File: src/rtl/serial_pattern_tx_pkg.sv
// Shared definitions for the serial pattern transmitter and the detector benches that consume its stream.
package serial_pattern_tx_pkg;

    typedef enum logic [1:0] {
        S_IDLE  = 2'd0,
        S_SHIFT = 2'd1,
        S_GAP   = 2'd2,
        S_DONE  = 2'd3
    } state_t;

    localparam int DEF_WIDTH = 8;
    localparam int DEF_GAP   = 2;
    localparam int DEF_CNT_W = 4;

endpackage

File: src/rtl/serial_pattern_tx_if.sv
// Request/stream bundle between a pattern source (master) and the transmitter (slave).
interface serial_pattern_tx_if
    import serial_pattern_tx_pkg::*;
#(
    parameter int WIDTH = DEF_WIDTH,
    parameter int CNT_W = DEF_CNT_W
) ();

    logic             start;
    logic [WIDTH-1:0] pattern;
    logic [CNT_W-1:0] repeat_cnt;
    logic             control;
    logic             frame;
    logic             busy;
    logic             done;

    modport master (
        output start, pattern, repeat_cnt,
        input  control, frame, busy, done
    );

    modport slave (
        input  start, pattern, repeat_cnt,
        output control, frame, busy, done
    );

endinterface

File: src/rtl/serial_pattern_tx_shreg.sv
// MSB-first shift register with a reload copy. msb is always the next bit to be presented;
// shifting while last_bit is set wraps back to the start of the reload copy.
module serial_pattern_tx_shreg #(
    parameter int WIDTH = 8
) (
    input  logic             clk,
    input  logic             reset,
    input  logic             load,
    input  logic             shift,
    input  logic [WIDTH-1:0] data,
    output logic             msb,
    output logic             last_bit
);

    localparam int               IDX_W    = (WIDTH > 1) ? $clog2(WIDTH) : 1;
    localparam logic [IDX_W-1:0] LAST_IDX = IDX_W'(WIDTH - 1);

    // sr holds the bits after the one currently on the wire; bit_idx indexes the wire bit.
    logic [WIDTH-1:0] sr;
    logic [WIDTH-1:0] reload;
    logic [IDX_W-1:0] bit_idx;

    always_ff @(posedge clk or negedge reset) begin
        if (!reset) begin
            sr      <= '0;
            reload  <= '0;
            bit_idx <= '0;
        end else if (load) begin
            reload  <= data;
            sr      <= data << 1;
            bit_idx <= '0;
        end else if (shift) begin
            if (last_bit) begin
                sr      <= reload << 1;
                bit_idx <= '0;
            end else begin
                sr      <= sr << 1;
                bit_idx <= bit_idx + 1'b1;
            end
        end
    end

    assign last_bit = (bit_idx == LAST_IDX);
    assign msb      = last_bit ? reload[WIDTH-1] : sr[WIDTH-1];

endmodule

File: src/rtl/serial_pattern_tx.sv
// Serial pattern transmitter: sends a latched pattern MSB-first repeat_cnt+1 times with
// GAP idle cycles between frames, then pulses done.
module serial_pattern_tx
    import serial_pattern_tx_pkg::*;
#(
    parameter int WIDTH = DEF_WIDTH,
    parameter int GAP   = DEF_GAP,
    parameter int CNT_W = DEF_CNT_W
) (
    input  logic              clk,
    input  logic              reset,
    serial_pattern_tx_if.slave bus
);

    localparam int               GAP_W    = (GAP > 1) ? $clog2(GAP) : 1;
    localparam logic [GAP_W-1:0] GAP_LAST = GAP_W'((GAP > 0) ? GAP - 1 : 0);

    state_t           state;
    logic [CNT_W-1:0] rep;
    logic [GAP_W-1:0] gap_cnt;
    logic             control_q;
    logic             frame_q;
    logic             busy_q;
    logic             done_q;

    logic load;
    logic shift;
    logic gap_end;
    logic msb;
    logic last_bit;

    assign gap_end = (state == S_GAP) && (gap_cnt == GAP_LAST);
    assign load    = (state == S_IDLE) && bus.start;
    // The shift register advances on every in-frame bit, on a back-to-back wrap, and when a gap ends.
    assign shift   = ((state == S_SHIFT) && (!last_bit || ((rep != '0) && (GAP == 0)))) || gap_end;

    serial_pattern_tx_shreg #(.WIDTH(WIDTH)) u_shreg (
        .clk      (clk),
        .reset    (reset),
        .load     (load),
        .shift    (shift),
        .data     (bus.pattern),
        .msb      (msb),
        .last_bit (last_bit)
    );

    always_ff @(posedge clk or negedge reset) begin
        if (!reset) begin
            state     <= S_IDLE;
            rep       <= '0;
            gap_cnt   <= '0;
            control_q <= 1'b0;
            frame_q   <= 1'b0;
            busy_q    <= 1'b0;
            done_q    <= 1'b0;
        end else begin
            case (state)
                S_IDLE: begin
                    if (bus.start) begin
                        state     <= S_SHIFT;
                        rep       <= bus.repeat_cnt;
                        control_q <= bus.pattern[WIDTH-1];
                        frame_q   <= 1'b1;
                        busy_q    <= 1'b1;
                    end
                end
                S_SHIFT: begin
                    if (!last_bit) begin
                        control_q <= msb;
                    end else if (rep != '0) begin
                        rep <= rep - 1'b1;
                        if (GAP == 0) begin
                            control_q <= msb;
                        end else begin
                            state     <= S_GAP;
                            gap_cnt   <= '0;
                            control_q <= 1'b0;
                            frame_q   <= 1'b0;
                        end
                    end else begin
                        state     <= S_DONE;
                        control_q <= 1'b0;
                        frame_q   <= 1'b0;
                        done_q    <= 1'b1;
                    end
                end
                S_GAP: begin
                    if (gap_end) begin
                        state     <= S_SHIFT;
                        control_q <= msb;
                        frame_q   <= 1'b1;
                    end else begin
                        gap_cnt <= gap_cnt + 1'b1;
                    end
                end
                S_DONE: begin
                    state  <= S_IDLE;
                    done_q <= 1'b0;
                    busy_q <= 1'b0;
                end
            endcase
        end
    end

    assign bus.control = control_q;
    assign bus.frame   = frame_q;
    assign bus.busy    = busy_q;
    assign bus.done    = done_q;

endmodule

File: src/flat_wrapper.sv
// flat-port wrapper written by rule: the top's interface ports become plain ports
module serial_pattern_tx_flat import serial_pattern_tx_pkg::*;
#(
    parameter int WIDTH = DEF_WIDTH,
    parameter int GAP   = DEF_GAP,
    parameter int CNT_W = DEF_CNT_W
)
  (clk, reset, bus_start, bus_pattern, bus_repeat_cnt, bus_control, bus_frame, bus_busy, bus_done);
  serial_pattern_tx_if #(.WIDTH(WIDTH), .CNT_W(CNT_W)) bus_i ();
  input  logic clk;
  input  logic reset;
  input wire logic [$bits(bus_i.start)-1:0] bus_start;
  input wire logic [$bits(bus_i.pattern)-1:0] bus_pattern;
  input wire logic [$bits(bus_i.repeat_cnt)-1:0] bus_repeat_cnt;
  output wire logic [$bits(bus_i.control)-1:0] bus_control;
  output wire logic [$bits(bus_i.frame)-1:0] bus_frame;
  output wire logic [$bits(bus_i.busy)-1:0] bus_busy;
  output wire logic [$bits(bus_i.done)-1:0] bus_done;
  assign bus_i.start = bus_start;
  assign bus_i.pattern = bus_pattern;
  assign bus_i.repeat_cnt = bus_repeat_cnt;
  assign bus_control = bus_i.control;
  assign bus_frame = bus_i.frame;
  assign bus_busy = bus_i.busy;
  assign bus_done = bus_i.done;
  serial_pattern_tx #(.WIDTH(WIDTH), .GAP(GAP), .CNT_W(CNT_W)) u_core (.clk(clk), .reset(reset), .bus(bus_i));
endmodule
File: config.mk
export PLATFORM = sky130hd
export DESIGN_NAME = serial_pattern_tx_flat
export DESIGN_NICKNAME = d
export VERILOG_FILES = /design/src/rtl/serial_pattern_tx_pkg.sv /design/src/rtl/serial_pattern_tx_if.sv /design/src/rtl/serial_pattern_tx_shreg.sv /design/src/rtl/serial_pattern_tx.sv /design/src/flat_wrapper.sv
export SDC_FILE = /design/constraint.sdc
export NUM_CORES = 1
export LEC_CHECK = 0
export ABC_AREA = 1
export CAP_MARGIN = 40
export CORE_MARGIN = 8
export CORE_UTILIZATION = 45
export CTS_CLUSTER_SIZE = 28
export DETAILED_ROUTE_END_ITERATION = 10
export PLACE_DENSITY = 0.72
export SKIP_LAST_GASP = 1
export SLEW_MARGIN = 20
export SYNTH_ARGS = -nofsm -noshare
export SYNTH_HDL_FRONTEND = slang
export SYNTH_HIERARCHICAL = 1
export SYNTH_SLANG_ARGS = --single-unit
File: constraint.sdc
create_clock -name clk -period 1.8 [get_ports clk]
set_input_delay 0.27 -clock clk [delete_from_list [all_inputs] [get_ports clk]]
set_output_delay 0.27 -clock clk [all_outputs]
set_load 0.05 [all_outputs]
==> impl_metrics.json <==
{
  "status": "complete, no violations",
  "drc": 0,
  "period_needed_ns": 1.73,
  "cts_buffers": 5,
  "antenna_found_initial": 0,
  "finalSetupViolations": 0,
  "ys_ff_latch": 29,
  "grt_pass1_vias": 1166,
  "met3_length_um": 156,
  "worstPathArrival_ns": 1.46,
  "synthesis.nets": 232,
  "die_area_mm2": 0.00571,
  "fin_crit_sh": 0.963,
  "initial_utilization": 0.475,
  "drv_cap": 0,
  "worstPathMaxFanout": 2,
  "leakage_nw": 1.03,
  "cts.clk_slew.worst_paths_ns": 0.09,
  "total_power_w": 0.00349,
  "dp_hpwl_mm": 2.34,
  "end_kind": "output pin",
  "path_cells": "clkdlybuf4s50_1",
  "critPathKind": "reg2out",
  "worstPathRequired_ns": 1.53,
  "cts_sinks": 29,
  "grt_first_pass_wirelength_mm": 5.24,
  "wl_met1_mm": 1.56,
  "hold_violations": 0,
  "insertion_delay_ns": 0.33,
  "antenna_left": 0,
  "first_iter_violations": 75,
  "p_sw_w": 0.00154,
  "synth.area.top_cells": "dfrtp_1, nand2_1, ha_1",
  "yosys_warnings": 6,
  "cp-start-kind": "flip-flop",
  "yosysTopAreaCell": "dfrtp_1",
  "final_common_cell": "nand2_1",
  "crit_path_max_incr_delay_ns": 0.80,
  "clock_power_share": 0.158,
  "power.density_mw_per_mm2": 1790,
  "gp_congestion": 0.846,
  "syn-cell-area_mm2": 0.00160,
  "final_net_count": 260,
  "grtUsageTotal": 0.124,
  "yosysSeqAreaShare": 0.454,
  "vias_per_cell": 4.61,
  "syn_inst": 208,
  "cts_hold_buf": 0,
  "relSlewSlack": 0.666,
  "p_int_w": 0.00195,
  "syn_avg_cell_area_um2": 7.68,
  "grt_setup_unrepaired": "no",
  "path_buf_inv": 1,
  "cts_setup_buffers": 0,
  "synth_top_area_frac": 0.454,
  "grt_max_degree": 30,
  "htree_levels": 2,
  "rows": 21,
  "grt_overflow": 0,
  "io_buffers": 18,
  "drt-pass1-iter-count": 4,
  "io_pins": 19,
  "maxSlewViolCount": 0,
  "rr_worst_depth": 9,
  "area_delta_synth_final_pct": 21.6,
  "layout.cells.most_common_list": "nand2_1, dfrtp_1, inv_1, nor2_1, clkdlybuf4s50_1",
  "fp.dieH_um": 75.6,
  "clk_path_buf_depth": 2,
  "synth_cell_types": 23,
  "min_path_type": "in2async",
  "fp.coreArea_mm2": 0.00336,
  "switching_share": 0.441,
  "topRoutingLayerUsed": "met4",
  "fmax_ghz": 0.577,
  "p_seq_frac": 0.319,
  "wl_mm": 3.12,
  "fp.dieW_um": 75.6,
  "vias": 1304,
  "pwr-share-comb": 0.523,
  "cts_tree": "done",
  "setup_tns_ns": 0,
  "cp.depth": 1,
  "antenna_cells": 0,
  "skew_ns": 0.00667,
  "wl_per_cell_um": 11.0,
  "max_slew.worst_pin.slew_ns": 0.500,
  "layout-drive-gt1-share": 0.139,
  "path_delay_family": "buffers and inverters",
  "dr_wl_met2_mm": 1.33,
  "worst_path_max_delay_cell": "clkdlybuf4s50_1",
  "vdd_drop_max_mv": 1.03,
  "ctsRootBufferMaster": "clkbuf_4"
}
-- metrics by stage --
stage | std cells | utilization | setup slack (ns) | instance area, um^2 | hold WS [ns]
floorplan | 208 | - | 0.136 | 1600 | -0.0256
global placement | 274 | 0.549 | 0.229 | 1850 | 0.449
detailed placement | 274 | 0.549 | 0.133 | 1850 | 0.455
CTS | 282 | 0.574 | 0.0198 | 1930 | 0.316
global route | 283 | 0.578 | 0.00534 | 1940 | 0.331
finish | 283 | 0.578 | 0.0660 | 1940 | 0.311
-- area by class of cell --
type                            instances  area (um^2)
Clock buffer                            7         55.1
Clock inverter                          1         30.0
Fill cell                             337         1420
Inverter                               28          105
Multi-Input combinational cell        148          746
Sequential cell                        29          726
Tap cell                               46         57.6
Timing Repair Buffer                   24          224
-- cells by family after synthesis --
logic type      count (synthesis)  synth area share
compound gates                 28            0.0901
flops                          29             0.454
fa+ha+maj                       9            0.0705
buf+inv                        32            0.0853
simple gates                  110             0.300
-- what timing repair did --
item	in CTS	in global routing
resized for setup	1	4
setup endpoints to repair	1	8
cloned	0	1
pin swaps	0	1
-- power groups by stage --
stage                     combinational [W]  sequential, W  clock [W]
after floorplan                     0.00130        0.00121          0
after global placement              0.00176        0.00112          0
after detailed placement            0.00179        0.00113          0
after CTS                           0.00180        0.00111   0.000568
after global routing                0.00208        0.00115   0.000603
final                               0.00182        0.00111   0.000551
-- metal layers --
metal  up-vias  track usage
li1        700            -
met4         0       0.0640
met3         7       0.0434
met1       572        0.158
met5         -            0
met2        25        0.181
-- path summary, 6_finish.rpt --
path	start	endpoint	slack (ns)
hold / removal	reset	u_core/bus.done	0.31
hold reg to reg	u_core/u_shreg/reload[5]	u_core/u_shreg/reload[5]	0.47
setup / recovery	u_core/bus.busy	bus_busy	0.07
setup reg to reg	u_core/state[1]	u_core/rep[1]	0.24
min in group clk	u_core/u_shreg/reload[5]	u_core/u_shreg/reload[5]	0.47
max in group asynchronous	reset	u_core/u_shreg/reload[1]	1.22
-- Yosys cell counts --
cell type and count:
a21oi_1 6, buf_2 1, buf_4 2, buf_6 1
clkinv_1 5, dfrtp_1 29, ha_1 9, inv_1 17
inv_2 6, nand2_1 77, nand2_2 2, nand2_4 2
nand3_1 7, nand3_2 1, nor2_1 16, nor2_2 1
nor2_4 1, nor2_8 1, o21ai_0 7, o21ai_1 14
o21ai_2 1, or2_1 1, or2_2 1
-- sequential cells by signal, indices dropped and copies added, names as in the netlist --
name	count
u_core/bus.done	1
u_core/rep	4
u_core/u_shreg/sr	7
u_core/u_shreg/bit_idx	3
u_core/bus.busy	1
u_core/u_shreg/reload	8
u_core/state	2
u_core/bus.frame	1
u_core/gap_cnt	1
u_core/bus.control	1
(Power assumes the default switching activity.)
